**config.mk**
```make
export PLATFORM = sky130hd
export DESIGN_NAME = stream_rr_arb
export DESIGN_NICKNAME = d
export VERILOG_FILES = /design/src/rtl/stream_rr_arb.sv
export SDC_FILE = /design/constraint.sdc
export NUM_CORES = 1
export LEC_CHECK = 0
export ABC_AREA = 1
export CORE_MARGIN = 5
export CORE_UTILIZATION = 39
export DETAILED_ROUTE_END_ITERATION = 10
export HOLD_SLACK_MARGIN = 0.02
export PLACE_DENSITY = 0.95
export SYNTH_ARGS = -nofsm -noshare
export SYNTH_HDL_FRONTEND = slang
export SYNTH_SLANG_ARGS = --single-unit
```
**constraint.sdc**
```tcl
create_clock -name aclk -period 4.1 [get_ports aclk]
set_input_delay 0.82 -clock aclk [delete_from_list [all_inputs] [get_ports aclk]]
set_output_delay 0.82 -clock aclk [all_outputs]
set_load 0.03 [all_outputs]
```
**src/rtl/stream_rr_arb.sv**
```systemverilog
// stream_rr_arb: packet-aware round-robin arbiter that merges N_IN
// AXI-Stream requesters onto one registered output stream.
// A grant is taken in IDLE and held in LOCK until the granted requester's
// tlast beat has been accepted, so packets never interleave.
// Optional build macro: STREAM_ARB_PRIO0_EN gives requester 0 absolute
// priority in IDLE; rr_ptr then only advances on non-zero grants.
//
// Handshake: a beat moves across an interface on a rising edge where
// tvalid and tready are both high. A source holds tvalid and its payload
// stable until that happens; tready may be any function of the sink's state.
module stream_rr_arb #(
  parameter int N_IN = 4,
  parameter int n    = 5,
  parameter int nb   = n * 8,
  parameter int IW   = $clog2(N_IN)
) (
  input  logic                 aclk,
  input  logic                 aresetn,
  input  logic [N_IN*nb-1:0]   in_tdata,
  input  logic [N_IN-1:0]      in_tvalid,
  input  logic [N_IN-1:0]      in_tlast,
  output logic [N_IN-1:0]      in_tready,
  output logic [nb-1:0]        out_tdata,
  output logic                 out_tvalid,
  output logic                 out_tlast,
  output logic [IW-1:0]        out_tid,
  input  logic                 out_tready,
  output logic                 busy,
  output logic                 state_dbg,
  output logic [IW-1:0]        rr_ptr_dbg
);

  typedef enum logic {IDLE = 1'b0, LOCK = 1'b1} state_t;

  state_t          state_q, state_d;
  logic [IW-1:0]   grant_q, grant_d;
  logic [IW-1:0]   rr_ptr_q, rr_ptr_d;
  logic [IW-1:0]   pick;
  logic [IW-1:0]   next_ptr;
  logic [IW:0]     cand;
  logic            found;
  logic            any_valid;
  logic            can_load;
  logic            accept;
  logic            gnt_valid;
  logic            gnt_last;
  logic [nb-1:0]   gnt_data;

  assign any_valid  = |in_tvalid;
  assign can_load   = ~out_tvalid | out_tready;
  assign next_ptr   = (grant_q == IW'(N_IN - 1)) ? '0 : grant_q + IW'(1);
  assign state_dbg  = (state_q == LOCK);
  assign rr_ptr_dbg = rr_ptr_q;

  // Search for the first valid requester starting at rr_ptr, wrapping at N_IN-1.
  always_comb begin
    pick  = '0;
    found = 1'b0;
    cand  = '0;
    for (int k = 0; k < N_IN; k++) begin
      cand = {1'b0, rr_ptr_q} + (IW+1)'(k);
      if (cand >= (IW+1)'(N_IN)) cand = cand - (IW+1)'(N_IN);
      if (!found && in_tvalid[cand[IW-1:0]]) begin
        pick  = cand[IW-1:0];
        found = 1'b1;
      end
    end
`ifdef STREAM_ARB_PRIO0_EN
    if (in_tvalid[0]) pick = '0;
`endif
  end

  // Select the granted requester's valid, last and data.
  always_comb begin
    gnt_valid = in_tvalid[grant_q];
    gnt_last  = in_tlast[grant_q];
    gnt_data  = '0;
    for (int i = 0; i < N_IN; i++) begin
      if (grant_q == i[IW-1:0]) gnt_data = in_tdata[i*nb +: nb];
    end
  end

  // FSM state register together with grant and round-robin pointer.
  always_ff @(posedge aclk or negedge aresetn) begin
    if (!aresetn) begin
      state_q  <= IDLE;
      grant_q  <= '0;
      rr_ptr_q <= '0;
    end else begin
      state_q  <= state_d;
      grant_q  <= grant_d;
      rr_ptr_q <= rr_ptr_d;
    end
  end

  // Next-state logic: arbitrate in IDLE, release after the tlast beat in LOCK.
  always_comb begin
    state_d  = state_q;
    grant_d  = grant_q;
    rr_ptr_d = rr_ptr_q;
    case (state_q)
      IDLE: begin
        if (any_valid) begin
          grant_d = pick;
          state_d = LOCK;
        end
      end
      LOCK: begin
        if (accept && gnt_last) begin
          state_d = IDLE;
`ifdef STREAM_ARB_PRIO0_EN
          if (grant_q != '0) rr_ptr_d = next_ptr;
`else
          rr_ptr_d = next_ptr;
`endif
        end
      end
      default: state_d = IDLE;
    endcase
  end

  // FSM outputs: only the granted requester sees ready, and only in LOCK.
  always_comb begin
    in_tready = '0;
    accept    = 1'b0;
    busy      = (state_q == LOCK);
    if (state_q == LOCK) begin
      in_tready[grant_q] = can_load;
      accept             = gnt_valid & can_load;
    end
  end

  // Output register: load on accept, drop valid once the beat is taken.
  always_ff @(posedge aclk or negedge aresetn) begin
    if (!aresetn) begin
      out_tvalid <= 1'b0;
      out_tlast  <= 1'b0;
      out_tdata  <= '0;
      out_tid    <= '0;
    end else if (accept) begin
      out_tvalid <= 1'b1;
      out_tlast  <= gnt_last;
      out_tdata  <= gnt_data;
      out_tid    <= grant_q;
    end else if (out_tready) begin
      out_tvalid <= 1'b0;
    end
  end

endmodule

```
# After elaboration in Yosys (flattened, before gate mapping)
# Index checks and enable logic that the tools add are counted.
# word_totals
output_inout_bits	52
ff_bits	49
in_bits	171
word_cells	83
# op_classes
eq_ne	3
bitwise_logic	5
n_reduce_logical	13
n_lt_le_gt_ge	10
addsub	8
muxes	37
# ops
cell	n
two-way mux 40 bit	4
two-way mux 2 bit	9
< comparator 2 x 3 -> 1 bit (second input constant)	5
two-way mux 1 bit	15
binary-select mux 1 bit (select 2 bit)	6
greater-or-equal comparator 3 bit (second input constant)	3
subtractor 2 x 1 -> 2 bit (second input constant)	4
adder 2 x 2 -> 3 bit (second input constant)	2
logical AND 1 bit	5
bitwise AND 4 bit	1
== test 2 bit (second input constant)	2
two-way mux 4 bit	1
AND reduction 2 bit	2
OR reduction 4 bit	1
adder 2 x 1 -> 3 bit (second input constant)	1
greater-or-equal comparator 2 x 3 -> 1 bit (second input constant)	1
logical NOT 1 bit	3
adder 2 x 1 -> 2 bit (second input constant)	1
demux 1 bit (select 2 bit)	1
== test 2 x 1 -> 1 bit (second input constant)	1
greater-or-equal comparator 2 x 1 -> 1 bit (second input constant)	1
logical NOT 2 bit	1
NOT 1 bit	2
one-hot mux 1 bit (2 select lines)	1
3 further kinds	3

# Logic depth before layout (Yosys ltp)
# Gate-level depths: netlist (run 1).
# logic_depth
depth_word	14
mapped_depth	13
ltp_nobuf	12

# Worst setup path before layout (run 1)
# Ideal clock, no wire load.
# synth_timing
path_kind	register -> output
startpoint	register grant_q[1]
endpoint	output port in_tready[1]
n_path_buf	2
required_ps	3280
stages_incl_launch_ff	7
slack_ps	1670
t_arrival_ps	1610
cell_sequence	dfrtp_1 -> inv_1 -> ha_1 -> clkbuf_1 -> clkbuf_1 -> nand2_1 -> nor2_1
# synth_via
elab_chain_len	6
word_cells_on_any_way	7
classes_between	order compare (2); mux (3); bitwise (1); reduce/logical (1)
# synth_rtl
item	line_no	text
start, declared	36	logic [IW-1:0] grant_q, grant_d;
start signal, assigned	91	grant_q <= grant_d;
< comparator 2 x 3 -> 1 bit (implied by the code) / greater-or-equal comparator 2 x 1 -> 1 bit (equally long branches)	128	in_tready[grant_q] = can_load;
logical AND 1 bit (implied by the code)	128	
two-way mux 1 bit (implied by the code)	128	
demux 1 bit (select 2 bit) *	128	
bitwise AND 4 bit (no line) *	--	
two-way mux 4 bit *	127	if (state_q == LOCK) begin
end, declared	22	output logic [N_IN-1:0] in_tready,
# Mark *: on every way between the ends. The rest lies on a longest branch, timed or not.

# Final worst setup path (run 1)
# layout_timing
startpoint	input port out_tready
endpoint	output port in_tready[0]
# layout_via
elab_chain_len	3
# layout_rtl
item	line_no	text
start, declared	27	input logic out_tready,
bitwise OR 1 bit	50	assign can_load = ~out_tvalid | out_tready;
bitwise AND 4 bit (no line)	--	
two-way mux 4 bit	127	
# Every way passes these cells.

==> qor.json, run 1 <==
{
  "outcome": {"value": "completed"},
  "clock_path_buffers": {"value": 2},
  "grtUsageMet2": {"value": 0.457},
  "timing.hold.worst.class": {"value": "reg -> reg"},
  "area_of_the_mapped_netlist": {"value": 3360, "unit": "µm²"},
  "io_buffer_count": {"value": 222},
  "totalNegativeSetupSlack": {"value": 0, "unit": "ns"},
  "timing_max_transition_violations_final": {"value": 0},
  "fillCellCount": {"value": 687},
  "initial_core_util": {"value": 0.404},
  "global_route.overflow_total": {"value": 0},
  "cts_tree": {"value": "done"},
  "grt.busiest_layer": {"value": "met2"},
  "drc": {"value": 0},
  "drtIter0Drc": {"value": 147},
  "weighted_congestion_reported_at_the_end_of_routability_driven_placement": {"value": 0.880},
  "postSynthAreaPerCell": {"value": 6.89, "unit": "µm²"},
  "syn_nets": {"value": 662},
  "synthDistinctLibCells": {"value": 24},
  "path_class": {"value": "in -> out"},
  "rsz0062_at_grt": {"value": "no"},
  "placed_cells": {"value": 782},
  "fmaxAchievable": {"value": 311, "unit": "MHz"},
  "route.vias.total": {"value": 4266},
  "cp_cell_sequence": {"value": "clkdlybuf4s50_1, nor2_1, nor2_1, inv_1, nor2_1, clkdlybuf4s50_1"},
  "cp.buffers_inverters": {"value": 3},
  "area_of_the_die": {"value": 10600, "unit": "µm²"},
  "cts.htree.levels": {"value": 2},
  "final_util": {"value": 0.680},
  "timing.critical_path.max_delay_family": {"value": "buffers and inverters"},
  "chipHeight": {"value": 103, "unit": "µm"},
  "leading_post_synthesis_cells_by_cell_area": {"value": "sky130_fd_sc_hd__dfrtp_1, sky130_fd_sc_hd__a21oi_1, sky130_fd_sc_hd__nand2_1"},
  "relSlewSlack": {"value": 0.258},
  "cp_data_arrival_time": {"value": 2.39, "unit": "ns"},
  "synth_top_area_share": {"value": 0.365},
  "grt_pass1_vias": {"value": 4330},
  "cap_violations": {"value": 0},
  "syn_to_final_growth": {"value": 68.1, "unit": "%"},
  "grt_pass1_wl": {"value": 20400, "unit": "µm"},
  "root_buffer": {"value": "sky130_fd_sc_hd__clkbuf_8"},
  "ir_worst_vdd": {"value": 0.000367, "unit": "V"},
  "core.rowCount": {"value": 33},
  "cts_buffers": {"value": 5},
  "core": {"value": 8300, "unit": "µm²"},
  "power.leakage": {"value": 0.00242, "unit": "µW"},
  "avgRoutedWirePerCell": {"value": 16.8, "unit": "µm"},
  "postCtsSetupBuffers": {"value": 0},
  "final-hold-violation-count": {"value": 0},
  "period_share": {"value": 0.784},
  "ys.warnings.count": {"value": 0},
  "final_net_count": {"value": 859},
  "finalSetupViolCount": {"value": 0},
  "finalWorstPathRequiredPeriod": {"value": 3.21, "unit": "ns"},
  "worstSetupStartpointType": {"value": "input port"},
  "critical_path.slowest_cell": {"value": "sky130_fd_sc_hd__clkdlybuf4s50_1"},
  "multiInputGateArea": {"value": 1860, "unit": "µm²"},
  "die_width": {"value": 103, "unit": "µm"},
  "ratio_of_total_power_to_cell_area": {"value": 772, "unit": "nW/µm²"},
  "dp_hpwl": {"value": 10000, "unit": "µm"},
  "worst_clock_skew": {"value": 0.00413, "unit": "ns"},
  "area.sequential": {"value": 1230, "unit": "µm²"},
  "worst_path_most_repeated_cell": {"value": "sky130_fd_sc_hd__nor2_1"},
  "routed_wl": {"value": 13300, "unit": "µm"},
  "reg2reg_setup_slack": {"value": 1.51, "unit": "ns"},
  "num_io_pins": {"value": 223},
  "global_route.usage.met1": {"value": 0.254},
  "vias_per_cell": {"value": 5.40},
  "drt_pre_antenna_iters": {"value": 5},
  "antenna_violations_before_repair": {"value": 0},
  "cts_num_sinks": {"value": 49},
  "cts_hold_buffers": {"value": 0},
  "endpoint_kind": {"value": "output pin"},
  "worstSkewPairLatency": {"value": 0.29, "unit": "ns"},
  "finish.cell_count_without_fillers": {"value": 790},
  "layout.cells.most_common": {"value": "sky130_fd_sc_hd__clkdlybuf4s50_1"},
  "layout_common_cells": {"value": "sky130_fd_sc_hd__clkdlybuf4s50_1, sky130_fd_sc_hd__nand2_1, sky130_fd_sc_hd__a21oi_1"},
  "post-synth-top-area-cell": {"value": "sky130_fd_sc_hd__dfrtp_1"},
  "post_route_cells_drive_above_1_share": {"value": 0.0496},
  "worstPathMaxFanout": {"value": 3},
  "gr-usage-all-layers": {"value": 0.243},
  "postSynthCellCount": {"value": 487},
  "cts.repair.resized": {"value": 0},
  "grt.met3_usage": {"value": 0.0731},
  "num_antenna_cells": {"value": 0},
  "timing.critical_path.slowest_cell_delay": {"value": 0.68, "unit": "ns"},
  "seq_area_frac_synth": {"value": 0.365},
  "critical_path_required": {"value": 3.28, "unit": "ns"},
  "cts.reportedPaths.clkPinSlew": {"value": 0.08, "unit": "ns"},
  "synth.ff_latch_count": {"value": 49},
  "worst_pin_slew": {"value": 1.11, "unit": "ns"},
  "grt_max_degree": {"value": 50},
  "remaining_antenna_violation_count_after_routing": {"value": 0}
}
-- logic make-up after synthesis --
family / share of synthesized area
DFF: 0.365
AOI/OAI and AO/OA: 0.311
and+or+nand+nor: 0.226
adders and majority gates: 0.0149
buffers and inverters: 0.0828
-- synth_stat cells --
cell	number
sky130_fd_sc_hd__nor2_4	1
sky130_fd_sc_hd__inv_2	2
sky130_fd_sc_hd__dfrtp_1	49
sky130_fd_sc_hd__ha_1	4
sky130_fd_sc_hd__o21ai_0	6
sky130_fd_sc_hd__clkbuf_1	22
sky130_fd_sc_hd__buf_2	9
sky130_fd_sc_hd__nand2_2	1
sky130_fd_sc_hd__nand4_1	1
sky130_fd_sc_hd__buf_6	3
sky130_fd_sc_hd__buf_1	1
sky130_fd_sc_hd__nand2_1	135
sky130_fd_sc_hd__o211ai_1	41
sky130_fd_sc_hd__o21ai_1	4
sky130_fd_sc_hd__nor2_1	50
sky130_fd_sc_hd__clkinv_1	1
sky130_fd_sc_hd__inv_1	19
sky130_fd_sc_hd__a41oi_1	1
sky130_fd_sc_hd__a31oi_1	1
sky130_fd_sc_hd__buf_4	4
sky130_fd_sc_hd__o22ai_1	1
sky130_fd_sc_hd__a21oi_1	110
sky130_fd_sc_hd__a21oi_2	13
sky130_fd_sc_hd__nand3_1	8
-- metrics by stage --
step / hold WS (ns) / instance area [µm²] / setup slack, ns / total power [µW]
finish: 0.502 / 5640 / 0.886 / 4350
global route: 0.530 / 5640 / 0.816 / 4730
CTS: 0.511 / 5640 / 0.893 / 4370
detailed placement: 0.490 / 5560 / 0.894 / 4080
global placement: 0.477 / 5560 / 0.970 / 3950
floorplan: 0.524 / 3360 / 1.67 / 3010
-- path summary, 6_finish.rpt --
kind	from	endpoint	cells after the start
worst max-delay path	out_tready	in_tready[0]	6
max in group asynchronous	aresetn	out_tdata[26]$_DFFE_PN0P_	1
min in group asynchronous	aresetn	out_tdata[6]$_DFFE_PN0P_	1
worst max register to register	grant_q[1]$_DFFE_PN0P_	out_tdata[35]$_DFFE_PN0P_	9
worst min register to register	out_tid[0]$_DFFE_PN0P_	out_tid[0]$_DFFE_PN0P_	2
worst min-delay path	out_tid[0]$_DFFE_PN0P_	out_tid[0]$_DFFE_PN0P_	2
-- metal layers --
layer	part of all wire	up-vias
li1	-	2036
met1	0.36	1988
met2	0.51	214
met3	0.10	28
met4	0.028	0
met5	0	-
-- cell type report --
cell class              count  share of cell area
well taps                 105              0.0233
flip-flops and latches     49               0.217
clock buffers               8              0.0142
repair buffers            229               0.401
inverters                  22              0.0146
multi-input cells         377               0.329
-- state kept, by name (all words and copies together), names as in the netlist --
register,cells
out_tdata,40
rr_ptr_dbg,2
grant_q,2
out_tvalid,1
out_tlast,1
busy,1
out_tid,2
-- worst min-delay path, delay by kind of cell (launching register included) --
family	cells	cell delay (ns)
AO/OA/AOI/OAI	1	0.06
flip-flops	1	0.35
AND/OR/NAND/NOR	1	0.05
-- where the power goes --
| part | total, µW | switching, µW | internal, µW |
|---|---|---|---|
| clock network | 273 | 151 | 122 |
| logic | 3160 | 1950 | 1210 |
| registers | 916 | 171 | 744 |
Power figures use the tool's default switching activity.
==> run 2: changes to the inputs <==
- CORE_UTILIZATION: 39 -> 33
- PLACE_DENSITY: 0.95 -> 0.88
- clock period: 4.1 -> 2.9 ns (I/O delays scaled with it)
==> qor.json, run 2 (synthesized netlist as in run 1, its figures left out) <==
{
  "remaining_antenna_violation_count_after_routing": {"value": 0, "change": "unchanged"},
  "core.rowCount": {"value": 36, "change": "+9.1%"},
  "critical_path.slowest_cell": {"value": "sky130_fd_sc_hd__clkdlybuf4s50_1"},
  "antenna_violations_before_repair": {"value": 0, "change": "unchanged"},
  "outcome": {"value": "completed"},
  "io_buffer_count": {"value": 222, "change": "unchanged"},
  "chipHeight": {"value": 111, "unit": "µm", "change": "+7.9%"},
  "grt_pass1_wl": {"value": 21900, "unit": "µm", "change": "+7.5%"},
  "seq_power_share": {"value": 0.209, "change": "about the same"},
  "die_width": {"value": 111, "unit": "µm", "change": "+7.9%"},
  "syn_to_final_growth": {"value": 70.9, "unit": "%"},
  "fin_total_pwr": {"value": 6260, "unit": "µW", "change": "+44%"},
  "relSlewSlack": {"value": 0.429, "change": "+0.171"},
  "num_io_pins": {"value": 223, "change": "unchanged"},
  "worstSkewPairLatency": {"value": 0.29, "unit": "ns", "change": "about the same"},
  "drc": {"value": 0, "change": "unchanged"},
  "p_int": {"value": 3000, "unit": "µW", "change": "+45%"},
  "totalNegativeSetupSlack": {"value": 0, "unit": "ns", "change": "unchanged"},
  "avgRoutedWirePerCell": {"value": 16.4, "unit": "µm", "change": "-2.3%"},
  "timing.critical_path.max_delay_family": {"value": "buffers and inverters"},
  "largest-register": {"value": "out_tdata"},
  "timing.rr.start": {"value": "grant_q[0]$_DFFE_PN0P_"},
  "reg2reg_setup_slack": {"value": 0.83, "unit": "ns", "change": "-0.68 ns"},
  "cp_data_arrival_time": {"value": 2.13, "unit": "ns", "change": "-0.26 ns"},
  "cts_hold_buffers": {"value": 0, "change": "unchanged"},
  "final-hold-violation-count": {"value": 0, "change": "unchanged"},
  "cts.htree.levels": {"value": 2, "change": "unchanged"},
  "clock_path_buffers": {"value": 2, "change": "unchanged"},
  "period_share": {"value": 0.936},
  "timing_max_transition_violations_final": {"value": 0, "change": "unchanged"},
  "postCtsSetupBuffers": {"value": 0, "change": "unchanged"},
  "rsz0062_at_grt": {"value": "no"},
  "num_antenna_cells": {"value": 0, "change": "unchanged"},
  "final_net_count": {"value": 863, "change": "+0.47%"},
  "largest_reg_flops": {"value": 40, "change": "unchanged"},
  "grt_max_degree": {"value": 42, "change": "-16%"},
  "worstSetupStartpointType": {"value": "input port"},
  "routed_wl": {"value": 13500, "unit": "µm", "change": "+1.4%"},
  "worstPathMaxFanout": {"value": 3, "change": "unchanged"},
  "cp_cell_sequence": {"value": "clkdlybuf4s50_1, nor2_1, nor2_1, inv_1, nor2_1, clkdlybuf4s50_1"},
  "grt_pass1_vias": {"value": 4476, "change": "+3.4%"},
  "placed_cells": {"value": 814, "change": "+4.1%"},
  "drt_pre_antenna_iters": {"value": 6, "change": "+1"},
  "path_class": {"value": "in -> out"},
  "finalSetupViolCount": {"value": 0, "change": "unchanged"},
  "final_util": {"value": 0.581, "change": "-0.0984"},
  "timing.hold.worst.class": {"value": "in -> async"},
  "finalWorstPathRequiredPeriod": {"value": 2.71, "unit": "ns"},
  "core": {"value": 9860, "unit": "µm²", "change": "+19%"},
  "route.vias.total": {"value": 4204, "change": "-1.5%"},
  "layout.cells.most_common": {"value": "sky130_fd_sc_hd__clkdlybuf4s50_1"},
  "cts_num_sinks": {"value": 49, "change": "unchanged"},
  "worst_clock_skew": {"value": 0.00649, "unit": "ns", "change": "+0.00236 ns"},
  "cts.repair.resized": {"value": 0, "change": "unchanged"},
  "vias_per_cell": {"value": 5.13, "change": "-5.1%"},
  "global_route.overflow_total": {"value": 0, "change": "unchanged"},
  "dp_hpwl": {"value": 10200, "unit": "µm", "change": "+1.6%"},
  "fmaxAchievable": {"value": 368, "unit": "MHz"},
  "root_buffer": {"value": "sky130_fd_sc_hd__clkbuf_8"},
  "cts_buffers": {"value": 5, "change": "unchanged"},
  "endpoint_kind": {"value": "output pin"},
  "sw_frac_of_total": {"value": 0.520, "change": "-0.00315"},
  "cts.reportedPaths.clkPinSlew": {"value": 0.09, "unit": "ns", "change": "about the same"},
  "worst_path_most_repeated_cell": {"value": "sky130_fd_sc_hd__nor2_1"},
  "initial_core_util": {"value": 0.340, "change": "-0.0642"},
  "worstRegToRegCells": {"value": 9, "change": "unchanged"},
  "finish.cell_count_without_fillers": {"value": 820, "change": "+3.8%"},
  "r2r-end": {"value": "out_tdata[22]$_DFFE_PN0P_"},
  "post_route_cells_drive_above_1_share": {"value": 0.0597, "change": "+0.0100"},
  "ir_worst_vdd": {"value": 0.000539, "unit": "V", "change": "+47%"},
  "layout_common_cells": {"value": "sky130_fd_sc_hd__clkdlybuf4s50_1, sky130_fd_sc_hd__nand2_1, sky130_fd_sc_hd__a21oi_1"},
  "gr-usage-all-layers": {"value": 0.215, "change": "-0.0283"},
  "timing.critical_path.slowest_cell_delay": {"value": 0.67, "unit": "ns", "change": "about the same"},
  "power.leakage": {"value": 0.00244, "unit": "µW", "change": "+1.0%"},
  "worst_pin_slew": {"value": 0.857, "unit": "ns", "change": "-0.257 ns"},
  "finalHoldWorstSlack": {"value": 0.387, "unit": "ns", "change": "-0.115 ns"},
  "area_of_the_die": {"value": 12300, "unit": "µm²", "change": "+16%"},
  "net-switching-power": {"value": 3250, "unit": "µW", "change": "+43%"},
  "critical_path_required": {"value": 2.32, "unit": "ns", "change": "-0.96 ns"},
  "drtIter0Drc": {"value": 229, "change": "+56%"},
  "ratio_of_total_power_to_cell_area": {"value": 1090, "unit": "nW/µm²", "change": "+41%"},
  "combinationalPowerShare": {"value": 0.731, "change": "+0.004"},
  "cap_violations": {"value": 0, "change": "unchanged"},
  "cts_tree": {"value": "done"},
  "weighted_congestion_reported_at_the_end_of_routability_driven_placement": {"value": 0.868, "change": "-1.3%"},
  "cp.buffers_inverters": {"value": 3, "change": "unchanged"},
  "clock_power_share": {"value": 0.060, "change": "-0.003"}
}
run 2: power by group through the flow:
| stage | combinational, µW | clock, µW | sequential (µW) |
|---|---|---|---|
| 2_1_floorplan | 2340 | 0 | 1920 |
| 3_3_place_gp | 4440 | 0 | 1290 |
| 3_5_place_dp | 4590 | 0 | 1310 |
| 4_1_cts | 4590 | 397 | 1300 |
| 5_1_grt | 5000 | 428 | 1350 |
| 6_report | 4570 | 378 | 1310 |
run 2: how the worst max path moves through the flow:
stage	slack (ns)	start	cells past startpoint	to
4_1_cts	0.19	out_tready	6	in_tready[0]
3_3_place_gp	0.24	out_tready	6	in_tready[0]
6_report	0.19	out_tready	6	in_tready[0]
3_5_place_dp	0.20	out_tready	6	in_tready[0]
5_1_grt	0.15	out_tready	6	in_tready[0]
2_1_floorplan	0.71	grant_q[1]$_DFFE_PN0P_	6	in_tready[1]
run 2: metal layers:
metal | share of wire | wire (µm) | vias to the layer above | GRT usage
met5 | 0 | 0 | - | 0
met2 | 0.49 | 6590 | 225 | 0.380
met4 | 0.032 | 436 | 0 | 0.0780
li1 | - | - | 2047 | -
met1 | 0.40 | 5330 | 1893 | 0.248
met3 | 0.082 | 1110 | 39 | 0.0568
run 2: final cells by class:
| type | count | area [µm²] |
|---|---|---|
| Clock buffer | 5 | 68.8 |
| Tap cell | 133 | 166 |
| Clock inverter | 1 | 5.00 |
| Timing Repair Buffer | 233 | 2320 |
| Sequential cell | 49 | 1230 |
| Inverter | 22 | 82.6 |
| Multi-Input combinational cell | 377 | 1870 |
| Fill cell | 839 | 4130 |
run 2: worst reg2reg max path: cells and delay by family, from the launching register on:
kind | cells | cell delay, ns
AO/OA/AOI/OAI | 2 | 0.27
adder cells (fa/ha/maj) | 1 | 0.17
buffers and inverters | 3 | 0.51
flip-flops | 1 | 0.50
AND/OR/NAND/NOR | 3 | 0.54
run 2: metrics by stage:
| step | instance area, µm² | setup slack (ns) |
|---|---|---|
| 2_1_floorplan | 3360 | 0.710 |
| 3_3_place_gp | 5660 | 0.241 |
| 3_5_place_dp | 5660 | 0.195 |
| 4_1_cts | 5740 | 0.185 |
| 5_1_grt | 5740 | 0.147 |
| 6_report | 5740 | 0.185 |
